--- src/rtl/muldiv_issue_ctrl_pkg.sv ---
// Shared types for the execute-stage MUL/DIV sequencer.
// Operation encoding, FSM states and watchdog default.
package muldiv_issue_ctrl_pkg;

    localparam int DATA_SIZE      = 32;
    localparam int MULDIV_TIMEOUT = 64;

    typedef enum logic [2:0] {
        mul_inst,
        mulh_inst,
        mulhsu_inst,
        mulhu_inst,
        div_inst,
        divu_inst,
        rem_inst,
        remu_inst
    } muldiv_type;

    typedef enum logic [2:0] {
        IDLE,
        ISSUE,
        WAIT,
        DONE,
        DRAIN
    } muldiv_state_t;

endpackage

--- src/rtl/muldiv_issue_ctrl_if.sv ---
// Start/done link between the MUL/DIV sequencer and the ALU.
// master = sequencer side, slave = ALU side.
interface muldiv_issue_ctrl_if
    import muldiv_issue_ctrl_pkg::*;
#(
    parameter int DATA_W = DATA_SIZE
) ();

    logic [DATA_W-1:0] alu_a_o;
    logic [DATA_W-1:0] alu_b_o;
    muldiv_type        alu_op_o;
    logic              alu_valid_o;
    logic              alu_done_i;
    logic [DATA_W-1:0] alu_res_i;
    logic              alu_dbz_i;
    logic              alu_ovfl_i;

    modport master (
        output alu_a_o,
        output alu_b_o,
        output alu_op_o,
        output alu_valid_o,
        input  alu_done_i,
        input  alu_res_i,
        input  alu_dbz_i,
        input  alu_ovfl_i
    );

    modport slave (
        input  alu_a_o,
        input  alu_b_o,
        input  alu_op_o,
        input  alu_valid_o,
        output alu_done_i,
        output alu_res_i,
        output alu_dbz_i,
        output alu_ovfl_i
    );

endinterface

--- src/rtl/muldiv_issue_ctrl_watchdog.sv ---
// Cycle counter guarding a hung multiplier/divider.
// Raises a one-cycle expire and a sticky timeout flag.
module muldiv_issue_ctrl_watchdog #(
    parameter int TIMEOUT = 64,
    parameter int CNT_W   = 7
) (
    input  logic clk,
    input  logic nrst,
    input  logic i_clear,
    input  logic i_run,
    input  logic i_done,
    output logic o_expire,
    output logic o_timeout
);

    logic [CNT_W-1:0] r_cnt;
    logic             r_timeout;

    // A completion in the last allowed cycle still counts as on time.
    assign o_expire  = i_run & ~i_done & (r_cnt == CNT_W'(TIMEOUT - 1));
    assign o_timeout = r_timeout;

    always_ff @(posedge clk or negedge nrst) begin
        if (!nrst) begin
            r_cnt     <= '0;
            r_timeout <= 1'b0;
        end else begin
            if (i_clear) begin
                r_cnt <= '0;
            end else if (i_run) begin
                r_cnt <= r_cnt + 1'b1;
            end
            if (o_expire) begin
                r_timeout <= 1'b1;
            end
        end
    end

endmodule

--- src/rtl/muldiv_issue_ctrl.sv ---
// EX-stage sequencer for multi-cycle M-extension ops.
// Latches operands, pulses the ALU, stalls until done.
module muldiv_issue_ctrl
    import muldiv_issue_ctrl_pkg::*;
#(
    parameter int DATA_W  = DATA_SIZE,
    parameter int TIMEOUT = MULDIV_TIMEOUT,
    parameter int CNT_W   = 7
) (
    input  logic              clk,
    input  logic              nrst,
    input  logic              ex_valid_i,
    input  logic              is_muldiv_i,
    input  muldiv_type        muldiv_op_i,
    input  logic [DATA_W-1:0] rs1_i,
    input  logic [DATA_W-1:0] rs2_i,
    input  logic              flush_i,
    input  logic              wb_ready_i,
    muldiv_issue_ctrl_if.master alu,
    output logic              stall_o,
    output logic              res_valid_o,
    output logic [DATA_W-1:0] res_o,
    output logic              dbz_o,
    output logic              ovfl_o,
    output logic              timeout_o
);

    muldiv_state_t     r_state;
    logic [DATA_W-1:0] r_a;
    logic [DATA_W-1:0] r_b;
    muldiv_type        r_op;
    logic              r_alu_valid;
    logic              r_res_valid;
    logic [DATA_W-1:0] r_res;
    logic              r_dbz;
    logic              r_ovfl;

    logic w_start;
    logic w_busy;
    logic w_stall;
    logic w_expire;
    logic w_done;

    assign w_busy  = ex_valid_i & is_muldiv_i;
    assign w_start = w_busy & ~flush_i;
    assign w_done  = alu.alu_done_i;

    always_comb begin
        w_stall = 1'b0;
        unique case (r_state)
            IDLE:        w_stall = w_start;
            ISSUE, WAIT: w_stall = 1'b1;
            DONE:        w_stall = ~wb_ready_i;
            DRAIN:       w_stall = w_busy;
            default:     w_stall = 1'b0;
        endcase
    end

    // Reset must force stall low even while EX still holds a muldiv.
    assign stall_o = nrst & w_stall;

    muldiv_issue_ctrl_watchdog #(
        .TIMEOUT (TIMEOUT),
        .CNT_W   (CNT_W)
    ) u_watchdog (
        .clk       (clk),
        .nrst      (nrst),
        .i_clear   (r_state == ISSUE),
        .i_run     ((r_state == WAIT) || (r_state == DRAIN)),
        .i_done    (w_done),
        .o_expire  (w_expire),
        .o_timeout (timeout_o)
    );

    always_ff @(posedge clk or negedge nrst) begin
        if (!nrst) begin
            r_state     <= IDLE;
            r_a         <= '0;
            r_b         <= '0;
            r_op        <= mul_inst;
            r_alu_valid <= 1'b0;
            r_res_valid <= 1'b0;
            r_res       <= '0;
            r_dbz       <= 1'b0;
            r_ovfl      <= 1'b0;
        end else begin
            r_alu_valid <= 1'b0;
            unique case (r_state)
                IDLE: begin
                    if (w_start) begin
                        r_a         <= rs1_i;
                        r_b         <= rs2_i;
                        r_op        <= muldiv_op_i;
                        r_alu_valid <= 1'b1;
                        r_state     <= ISSUE;
                    end
                end
                ISSUE: begin
                    r_state <= flush_i ? DRAIN : WAIT;
                end
                WAIT: begin
                    if (w_done && flush_i) begin
                        r_state <= IDLE;
                    end else if (w_done) begin
                        r_res       <= alu.alu_res_i;
                        r_dbz       <= alu.alu_dbz_i;
                        r_ovfl      <= alu.alu_ovfl_i;
                        r_res_valid <= 1'b1;
                        r_state     <= DONE;
                    end else if (w_expire) begin
                        r_state <= IDLE;
                    end else if (flush_i) begin
                        r_state <= DRAIN;
                    end
                end
                DONE: begin
                    if (wb_ready_i || flush_i) begin
                        r_res_valid <= 1'b0;
                        r_state     <= IDLE;
                    end
                end
                DRAIN: begin
                    if (w_done || w_expire) begin
                        r_state <= IDLE;
                    end
                end
                default: r_state <= IDLE;
            endcase
        end
    end

    assign alu.alu_a_o     = r_a;
    assign alu.alu_b_o     = r_b;
    assign alu.alu_op_o    = r_op;
    assign alu.alu_valid_o = r_alu_valid;
    assign res_valid_o     = r_res_valid;
    assign res_o           = r_res;
    assign dbz_o           = r_dbz;
    assign ovfl_o          = r_ovfl;

endmodule

--- src/flat_wrapper.sv ---
// flat-port wrapper written by rule: the top's interface ports become plain ports
module muldiv_issue_ctrl_flat import muldiv_issue_ctrl_pkg::*;
#(
    parameter int DATA_W  = DATA_SIZE,
    parameter int TIMEOUT = MULDIV_TIMEOUT,
    parameter int CNT_W   = 7
)
  (clk, nrst, ex_valid_i, is_muldiv_i, muldiv_op_i, rs1_i, rs2_i, flush_i, wb_ready_i, stall_o, res_valid_o, res_o, dbz_o, ovfl_o, timeout_o, alu_alu_a_o, alu_alu_b_o, alu_alu_op_o, alu_alu_valid_o, alu_alu_done_i, alu_alu_res_i, alu_alu_dbz_i, alu_alu_ovfl_i);
  muldiv_issue_ctrl_if #(.DATA_W(DATA_W)) alu_i ();
  input  logic clk;
  input  logic nrst;
  input  logic ex_valid_i;
  input  logic is_muldiv_i;
  input  muldiv_type muldiv_op_i;
  input  logic [DATA_W-1:0] rs1_i;
  input  logic [DATA_W-1:0] rs2_i;
  input  logic flush_i;
  input  logic wb_ready_i;
  output logic stall_o;
  output logic res_valid_o;
  output logic [DATA_W-1:0] res_o;
  output logic dbz_o;
  output logic ovfl_o;
  output logic timeout_o;
  output wire logic [$bits(alu_i.alu_a_o)-1:0] alu_alu_a_o;
  output wire logic [$bits(alu_i.alu_b_o)-1:0] alu_alu_b_o;
  output wire logic [$bits(alu_i.alu_op_o)-1:0] alu_alu_op_o;
  output wire logic [$bits(alu_i.alu_valid_o)-1:0] alu_alu_valid_o;
  input wire logic [$bits(alu_i.alu_done_i)-1:0] alu_alu_done_i;
  input wire logic [$bits(alu_i.alu_res_i)-1:0] alu_alu_res_i;
  input wire logic [$bits(alu_i.alu_dbz_i)-1:0] alu_alu_dbz_i;
  input wire logic [$bits(alu_i.alu_ovfl_i)-1:0] alu_alu_ovfl_i;
  assign alu_alu_a_o = alu_i.alu_a_o;
  assign alu_alu_b_o = alu_i.alu_b_o;
  assign alu_alu_op_o = alu_i.alu_op_o;
  assign alu_alu_valid_o = alu_i.alu_valid_o;
  assign alu_i.alu_done_i = alu_alu_done_i;
  assign alu_i.alu_res_i = alu_alu_res_i;
  assign alu_i.alu_dbz_i = alu_alu_dbz_i;
  assign alu_i.alu_ovfl_i = alu_alu_ovfl_i;
  muldiv_issue_ctrl #(.DATA_W(DATA_W), .TIMEOUT(TIMEOUT), .CNT_W(CNT_W)) u_core (.clk(clk), .nrst(nrst), .ex_valid_i(ex_valid_i), .is_muldiv_i(is_muldiv_i), .muldiv_op_i(muldiv_op_i), .rs1_i(rs1_i), .rs2_i(rs2_i), .flush_i(flush_i), .wb_ready_i(wb_ready_i), .alu(alu_i), .stall_o(stall_o), .res_valid_o(res_valid_o), .res_o(res_o), .dbz_o(dbz_o), .ovfl_o(ovfl_o), .timeout_o(timeout_o));
endmodule
--- config.mk ---
export PLATFORM = sky130hd
export DESIGN_NAME = muldiv_issue_ctrl_flat
export DESIGN_NICKNAME = d
export VERILOG_FILES = /design/src/rtl/muldiv_issue_ctrl_pkg.sv /design/src/rtl/muldiv_issue_ctrl_if.sv /design/src/rtl/muldiv_issue_ctrl_watchdog.sv /design/src/rtl/muldiv_issue_ctrl.sv /design/src/flat_wrapper.sv
export SDC_FILE = /design/constraint.sdc
export NUM_CORES = 1
export LEC_CHECK = 0
export CORE_MARGIN = 5
export CORE_UTILIZATION = 40
export DETAILED_ROUTE_END_ITERATION = 6
export GPL_TIMING_DRIVEN = 0
export PLACE_DENSITY = 0.78
export SYNTH_ARGS = -nofsm -noshare
export SYNTH_HDL_FRONTEND = slang
export SYNTH_HIERARCHICAL = 1
export SYNTH_SLANG_ARGS = --single-unit
--- constraint.sdc ---
create_clock -name clk -period 4.6 [get_ports clk]
set_clock_uncertainty 0.05 [all_clocks]
set_input_delay 0.69 -clock clk [delete_from_list [all_inputs] [get_ports clk]]
set_output_delay 0.69 -clock clk [all_outputs]
set_load 0.02 [all_outputs]
# Yosys cells after proc, flatten, opt, wreduce, memory -nomap -nowiden
# Index checks and enable logic that the tools add are counted.
[word_totals] output_inout_bits=105 inputBits=108 ff_bits=114 elab_cells=62
[classes] n_reduce_logical=12 n_addsub=1 bitwise_logic=9 n_eq_ne=11 mux=18
[ops] cell="3-bit 2-to-1 mux" n=8
[ops] cell="3-bit one-hot mux with 5 select lines" n=1
[ops] cell="7-bit 2-to-1 mux" n=2
[ops] cell="4-bit AND reduction" n=2
[ops] cell="7-bit by 1-bit adder with 7-bit output (second input constant)" n=1
[ops] cell="7-bit by 6-bit == test with 1-bit output (second input constant)" n=1
[ops] cell="3-bit by 2-bit == test with 1-bit output (second input constant)" n=2
[ops] cell="2-bit inequality test (second input constant)" n=3
[ops] cell="1-bit bitwise AND" n=5
[ops] cell="1-bit 2-to-1 mux" n=5
[ops] cell="5-bit by 4-bit inequality test with 1-bit output (second input constant)" n=1
[ops] cell="2-bit by 1-bit inequality test with 1-bit output (second input constant)" n=2
[ops] cell="1-bit inverter" n=4
[ops] cell="1-bit one-hot mux with 4 select lines" n=1
[ops] cell="2-bit nonzero test" n=2
[ops] cell="3-bit by 1-bit == test with 1-bit output (second input constant)" n=1
[ops] cell="3-bit == test (second input constant)" n=1
[ops] cell="3-bit logical NOT" n=1
[ops] cell="1-bit logical OR" n=3
[ops] cell="3-bit AND reduction" n=1
[ops] cell="1-bit one-hot mux with 2 select lines" n=1
[ops] cell="2-bit AND reduction" n=1
[ops] cell="2-bit OR reduction" n=1
[ops] cell="1-bit logical AND" n=1

# Depth between registers and ports, before layout
# Gate-level depths: netlist of run 1.
[logic_depth] ltp_word=8 depth_mapped=9 ltp_nobuf=7

# Hierarchy
# Netlist of run 1, hierarchy kept.
[modules_own_cells] module="muldiv_issue_ctrl" seq_area_each_um2=2652.5 cells_each=252 area_each_um2=4164.0 instances=1
[modules_own_cells] module="muldiv_issue_ctrl_watchdog" seq_area_each_um2=200.2 cells_each=36 area_each_um2=392.9 instances=1

# Worst setup path before layout of run 1
# Ideal clock, no wire load.
[synth_path] path_kind="input-to-output" from="input port wb_ready_i" to="output port stall_o" t_arrival_ns=1.249 path_buffers=0 t_required_ns=3.860 path_slack_ns=2.611 path_stages=3 path_cell_list="and2_1 o21ai_0 and4_1"
[synth_via] elab_chain_len=3
[synth_rtl] element="start: declaration" line="flat_wrapper.sv:18" source="input logic wb_ready_i;"
[synth_rtl] element="1-bit inverter" line="muldiv_issue_ctrl.sv:53" source="DONE: w_stall = ~wb_ready_i;"
[synth_rtl] element="1-bit one-hot mux with 4 select lines" line="muldiv_issue_ctrl.sv:50" source="unique case (r_state)"
[synth_rtl] element="1-bit bitwise AND" line="muldiv_issue_ctrl.sv:60" source="assign stall_o = nrst & w_stall;"
[synth_rtl] element="end: declaration" line="flat_wrapper.sv:19" source="output logic stall_o;"
# Every way passes these cells.

# Final worst setup path of run 1
[layout_path] from="input port flush_i" to="output port stall_o"
[layout_via] elab_chain_len=4
[layout_rtl] element="start: declaration" line="flat_wrapper.sv:17" source="input logic flush_i;"
[layout_rtl] element="1-bit inverter" line="muldiv_issue_ctrl.sv:45" source="assign w_start = w_busy & ~flush_i;"
[layout_rtl] element="1-bit bitwise AND" line="muldiv_issue_ctrl.sv:45"
[layout_rtl] element="1-bit one-hot mux with 4 select lines" line="muldiv_issue_ctrl.sv:50"
[layout_rtl] element="1-bit bitwise AND" line="muldiv_issue_ctrl.sv:60"
# Every way passes these cells.

==> flow_summary.ini, run 1 <==
[yosys]
yosysWarnings = 6
synth-seq-area-share = 0.626
synth_nets = 397
ys_seq_elements = 114
syn_area_per_cell_um2 = 15.8
synthCells = 288
synth.distinct_cells = 38
syn_area_um2 = 4560

[clock_network]
cts_max_level = 4
cts_root_buf = clkbuf_16
cts.clk_slew.worst_paths_ns = 0.05
cts_tree = built
cts_made_buffers = 17
cts.sinks = 114
insertion_delay_ns = 0.40
ctsHoldBuffers = 0
postCtsSetupRepairBufs = 0
clock_path_buffers = 2
post_cts_resized = 0

[timing]
tightest_slew_ns = 0.512
min_period_over_period = 0.674
hold_viol_final = 0
setup_violations = 0
holdWs_ns = 0.0725
fmax_ghz = 0.323
relSlewSlack = 0.659
min_period_ns = 3.10
slew_viol_final = 0
rsz0062_at_grt = no

[cells_and_area]
final_area_um2 = 7430
area_growth_pct = 63.0
diodes = 0
n_fill_cell = 866
final_util = 0.659
finalNonFillerCells = 675
drive_gt1_frac = 0.273
nets = 629

[global_route]
grt_overflow_total = 0
grt_pass1_wl_um = 17800
grt_pass1_vias = 3562
antenna_found_initial = 0
track_usage = 0.172
grt_max_degree = 99

[floorplan]
ios = 213
core_um2 = 11300
die_x_um = 117
die_h_um = 117
dieArea_um2 = 13600
core.rowCount = 39
initial_core_util = 0.404

[placed_design]
dp_hpwl_um = 8700
placedInstanceArea_um2 = 6890
dp_cells = 644
gp_congestion = 0.755
io_buffers = 212

[power]
p_leak_nw = 3.26
finalPower_mw = 5.04
power_density_nw_per_um2 = 678
vdd_drop_max_mv = 0.457

[setup_path]
crit_arrival_ns = 2.36
critPathMaxFanout = 5
worst_setup_path_start_kind = input pin
cp-end-kind = output pin
cp.required_ns = 3.86
path_class = in2out

[outcome]
run_status = finished clean

[drt]
num_vias = 3190
drcViolationCount = 0
wl_per_cell_um = 17.2
drt_iter0_markers = 143
wirelength_um = 11600
drtPass1Iterations = 4
via_per_inst = 4.73
ant_nets = 0

[hold_path]
hold_path.class = in2async

[flow_run]
cap_viol_max_count = 0
-- synthesized netlist by cell type, drive strengths merged --
master	number	share of area
dfrtp	114	0.63
xnor2	2	0.0038
o41ai	1	0.0019
and2b	1	0.0016
or3	1	0.0014
mux2i	2	0.0044
buf	14	0.023
o21ai	5	0.0055
or2	1	0.0014
ha	1	0.0027
nand2	5	0.0041
mux2	102	0.27
nor3b	1	0.0016
nor2b	2	0.0027
nor3	1	0.0011
a2bb2oi	1	0.0019
xor2	3	0.0058
inv	4	0.0033
and4	1	0.0019
nand2b	1	0.0014
and2	1	0.0014
a21oi	3	0.0033
nor2	11	0.011
and3	1	0.0014
clkbuf	1	0.00082
nand4	3	0.0088
nor4	2	0.0041
nand3	3	0.0060
-- cell type report --
type	count	area, um2	share of cell area
buffer	15	106	0.0143
clock buffer	25	485	0.0654
clock inverter	6	55.1	0.00741
inverter	4	15.0	0.00202
multi-input combinational	155	1580	0.213
sequential	114	2850	0.384
tap	143	179	0.0241
timing repair buffer	213	2150	0.290
-- worst max-delay path, stage by stage --
cell and delay (ns):
clkdlybuf4s50_1 0.53, nor2b_1 0.20, o21ai_0 0.14, and4_1 0.20, clkdlybuf4s50_1 0.60
-- stage by stage --
step	setup TNS (ns)	setup slack (ns)
finish	0	1.50
global route	0	1.39
CTS	0	1.50
detailed placement	0	1.51
global placement	-179.65	-2.34
floorplan	0	2.61
-- layer usage --
| layer | global-route usage | part of all wire |
|---|---|---|
| met5 | 0 | 0 |
| met1 | 0.189 | 0.37 |
| met2 | 0.277 | 0.49 |
| met3 | 0.0808 | 0.11 |
| met4 | 0.0910 | 0.031 |
-- power by group --
group / switching, mW / total [mW] / internal [mW]
logic: 0.983 / 2.17 / 1.19
clock network: 0.413 / 1.19 / 0.775
registers: 0.233 / 1.68 / 1.44
-- state kept, by name, indices dropped and copies added, names as in the netlist --
name                         cells
u_core/res_o                    32
u_core/alu.alu_valid_o           1
u_core/alu.alu_op_o              3
u_core/u_watchdog/o_timeout      1
u_core/alu.alu_a_o              32
u_core/dbz_o                     1
u_core/ovfl_o                    1
u_core/alu.alu_b_o              32
u_core/res_valid_o               1
u_core/u_watchdog/r_cnt          7
u_core/r_state                   3
-- cells by family (layout without fill, tap and decap cells) --
family / Yosys count / after routing / share of synthesized area
and+or+nand+nor: 35 / 35 / 0.0503
muxes: 104 / 104 / 0.272
DFF: 114 / 114 / 0.626
adders and majority gates: 1 / 1 / 0.00275
buffers and inverters: 19 / 263 / 0.0266
xor gates and xnor gates: 5 / 5 / 0.00961
AOI/OAI and AO/OA: 10 / 10 / 0.0126
-- worst paths after layout --
check	startpoint	endpoint	slack (ns)	cells past startpoint
worst max-delay path	flush_i	stall_o	1.50	5
worst min-delay path	nrst	u_core/alu.alu_b_o[11]	0.07	1
worst max register to register	u_core/r_state[1]	u_core/r_state[1]	2.72	9
worst min register to register	u_core/u_watchdog/o_timeout	u_core/u_watchdog/o_timeout	0.42	1
max in group asynchronous	nrst	u_core/alu.alu_b_o[25]	3.68	2
min in group clk	u_core/u_watchdog/o_timeout	u_core/u_watchdog/o_timeout	0.42	1
-- cells in the final DEF, fill, tap and decap left out, types with 6 or more instances in the layout --
cell type,netlist,final
buf_2,7,7
clkbuf_1,1,6
clkbuf_16,0,17
clkdlybuf4s50_1,0,211
dfrtp_1,114,114
mux2_2,78,78
mux2_4,19,19
nor2_1,9,9
Power figures use the tool's default switching activity.
==> inputs of run 2 (changes only) <==
--- a/config.mk
+++ b/config.mk
@@ -6,10 +6,10 @@
 export NUM_CORES = 1
 export LEC_CHECK = 0
 export CORE_MARGIN = 5
-export CORE_UTILIZATION = 40
+export CORE_UTILIZATION = 37
 export DETAILED_ROUTE_END_ITERATION = 6
 export GPL_TIMING_DRIVEN = 0
-export PLACE_DENSITY = 0.78
+export PLACE_DENSITY = 0.76
 export SYNTH_ARGS = -nofsm -noshare
 export SYNTH_HDL_FRONTEND = slang
 export SYNTH_HIERARCHICAL = 1
==> constraint.sdc (replaced) <==
create_clock -name clk -period 2.5 [get_ports clk]
set_clock_uncertainty 0.05 [all_clocks]
set_input_delay 0.375 -clock clk [delete_from_list [all_inputs] [get_ports clk]]
set_output_delay 0.375 -clock clk [all_outputs]
set_load 0.02 [all_outputs]
==> flow_summary.ini, run 2 (synthesis gave the netlist of run 1 again) <==
[clock_network]
postCtsSetupRepairBufs = 0
cts_root_buf = clkbuf_16
cts_tree = built
cts_max_level = 4
clock_path_buffers = 2
insertion_delay_ns = 0.41
cts.sinks = 114
cts.clk_slew.worst_paths_ns = 0.05
cts_made_buffers = 17

[timing]
tightest_slew_ns = 0.344
setup_violations = 0
min_period_over_period = 0.832
hold_viol_final = 0
relSlewSlack = 0.769
fmax_ghz = 0.481
min_period_ns = 2.08
rsz0062_at_grt = no
slew_viol_final = 0
worst_slack_ns = 0.421

[setup_path]
worst_setup_path_start_kind = input pin
path_cells = clkdlybuf4s50_1 -> nor2b_1 -> o21ai_0 -> and4_1 -> dlymetal6s2s_1
critPathMaxFanout = 5
cp-end-kind = output pin
path_class = in2out
slowest_stage = clkdlybuf4s50_1
critPathLaunch = flush_i
cpPeakStageDelay_ns = 0.59
regToRegStartpoint = u_core/r_state[1]
crit_buf_inv = 2
cp.required_ns = 2.08
crit_family = buffers and inverters
crit_arrival_ns = 1.65

[cells_and_area]
final_common_cell = clkdlybuf4s50_1
diodes = 0
finalNonFillerCells = 702
area_growth_pct = 65.3
n_fill_cell = 935
most-common-layout-cells = clkdlybuf4s50_1 (210), dfrtp_1 (114), mux2_2 (78)
nets = 631
final_area_um2 = 7530
drive_gt1_frac = 0.273

[placed_design]
io_buffers = 212
gp_congestion = 0.735
dp_cells = 669
pre_cts_ws_ns = 0.0573
placedInstanceArea_um2 = 6920
dp_hpwl_um = 8930

[floorplan]
die_h_um = 121
initial_core_util = 0.378
die_x_um = 121
ios = 213
core_um2 = 12100
dieArea_um2 = 14600
core.rowCount = 40

[drt]
ant_nets = 0
wl_per_cell_um = 17.2
via_per_inst = 4.55
drtPass1Iterations = 4
wirelength_um = 12000
drcViolationCount = 0
num_vias = 3197
drt_iter0_markers = 98

[global_route]
antenna_found_initial = 0
grt_max_degree = 66
grt_overflow_total = 0
track_usage = 0.170
grt_pass1_vias = 3554
grt_pass1_wl_um = 19000

[hold_path]
hold_path.class = reg2reg
hold_start = u_core/u_watchdog/o_timeout

[flow_run]
cap_viol_max_count = 0

[outcome]
run_status = finished clean

[power]
vdd_drop_max_mv = 0.720
p_leak_nw = 3.30
power_density_nw_per_um2 = 1250
## run 2: cell count changes in the layout (fill, tap and decap cells not counted)
cell / previous run / this run
clkinv_2: 5 / 3
buf_16: 1 / 2
bufinv_16: 1 / 2
clkbuf_8: 3 / 4
clkdlybuf4s50_1: 211 / 210
dlygate4sd3_1: 0 / 1
dlymetal6s2s_1: 0 / 1
## run 2: worst paths after layout
path,endpoint,cells after the start,slack [ns]
worst max-delay path,stall_o,5,0.42
worst min-delay path,u_core/u_watchdog/o_timeout,1,0.42
worst max register to register,u_core/r_state[1],9,0.64
worst min register to register,u_core/u_watchdog/o_timeout,1,0.42
max in group asynchronous,u_core/alu.alu_a_o[30],3,1.59
min in group asynchronous,u_core/res_o[14],3,0.50
## run 2: per-stage QoR
| step | power (mW) | TNS (ns) | hold WS, ns | util |
|---|---|---|---|---|
| global placement | 7.04 | -385.54 | 0.402 | 0.571 |
| finish | 9.42 | 0 | 0.423 | 0.624 |
| detailed placement | 7.15 | 0 | 0.301 | 0.574 |
| CTS | 9.56 | 0 | 0.426 | 0.624 |
| floorplan | 5.03 | 0 | 0.0294 | - |
| global route | 9.93 | 0 | 0.432 | 0.624 |
## run 2: where the power goes
group,switching [mW],internal [mW]
registers,0.423,2.66
logic,1.82,2.20
clock network,0.769,1.56
## run 2: layout make-up
cell class | instances | area [um2] | area share
sequential | 114 | 2850 | 0.379
timing repair buffer | 215 | 2190 | 0.291
multi-input combinational | 155 | 1580 | 0.210
clock buffer | 26 | 499 | 0.0663
tap | 168 | 210 | 0.0279
buffer | 15 | 106 | 0.0141
clock inverter | 5 | 75.1 | 0.00997
inverter | 4 | 15.0 | 0.00199
## run 2: metal layers
metal	vias to the layer above	part of all wire	GRT usage	wire (um)
li1	1475	-	-	-
met3	19	0.12	0.0970	1480
met4	0	0.020	0.0744	235
met2	159	0.49	0.278	5900
met5	-	0	0	0
met1	1544	0.37	0.179	4420
## run 2: what timing repair did
item	CTS	global route
hold buffers	2	0
setup endpoints to repair	0	1
hold endpoints to repair	49	0
resized for setup	0	1
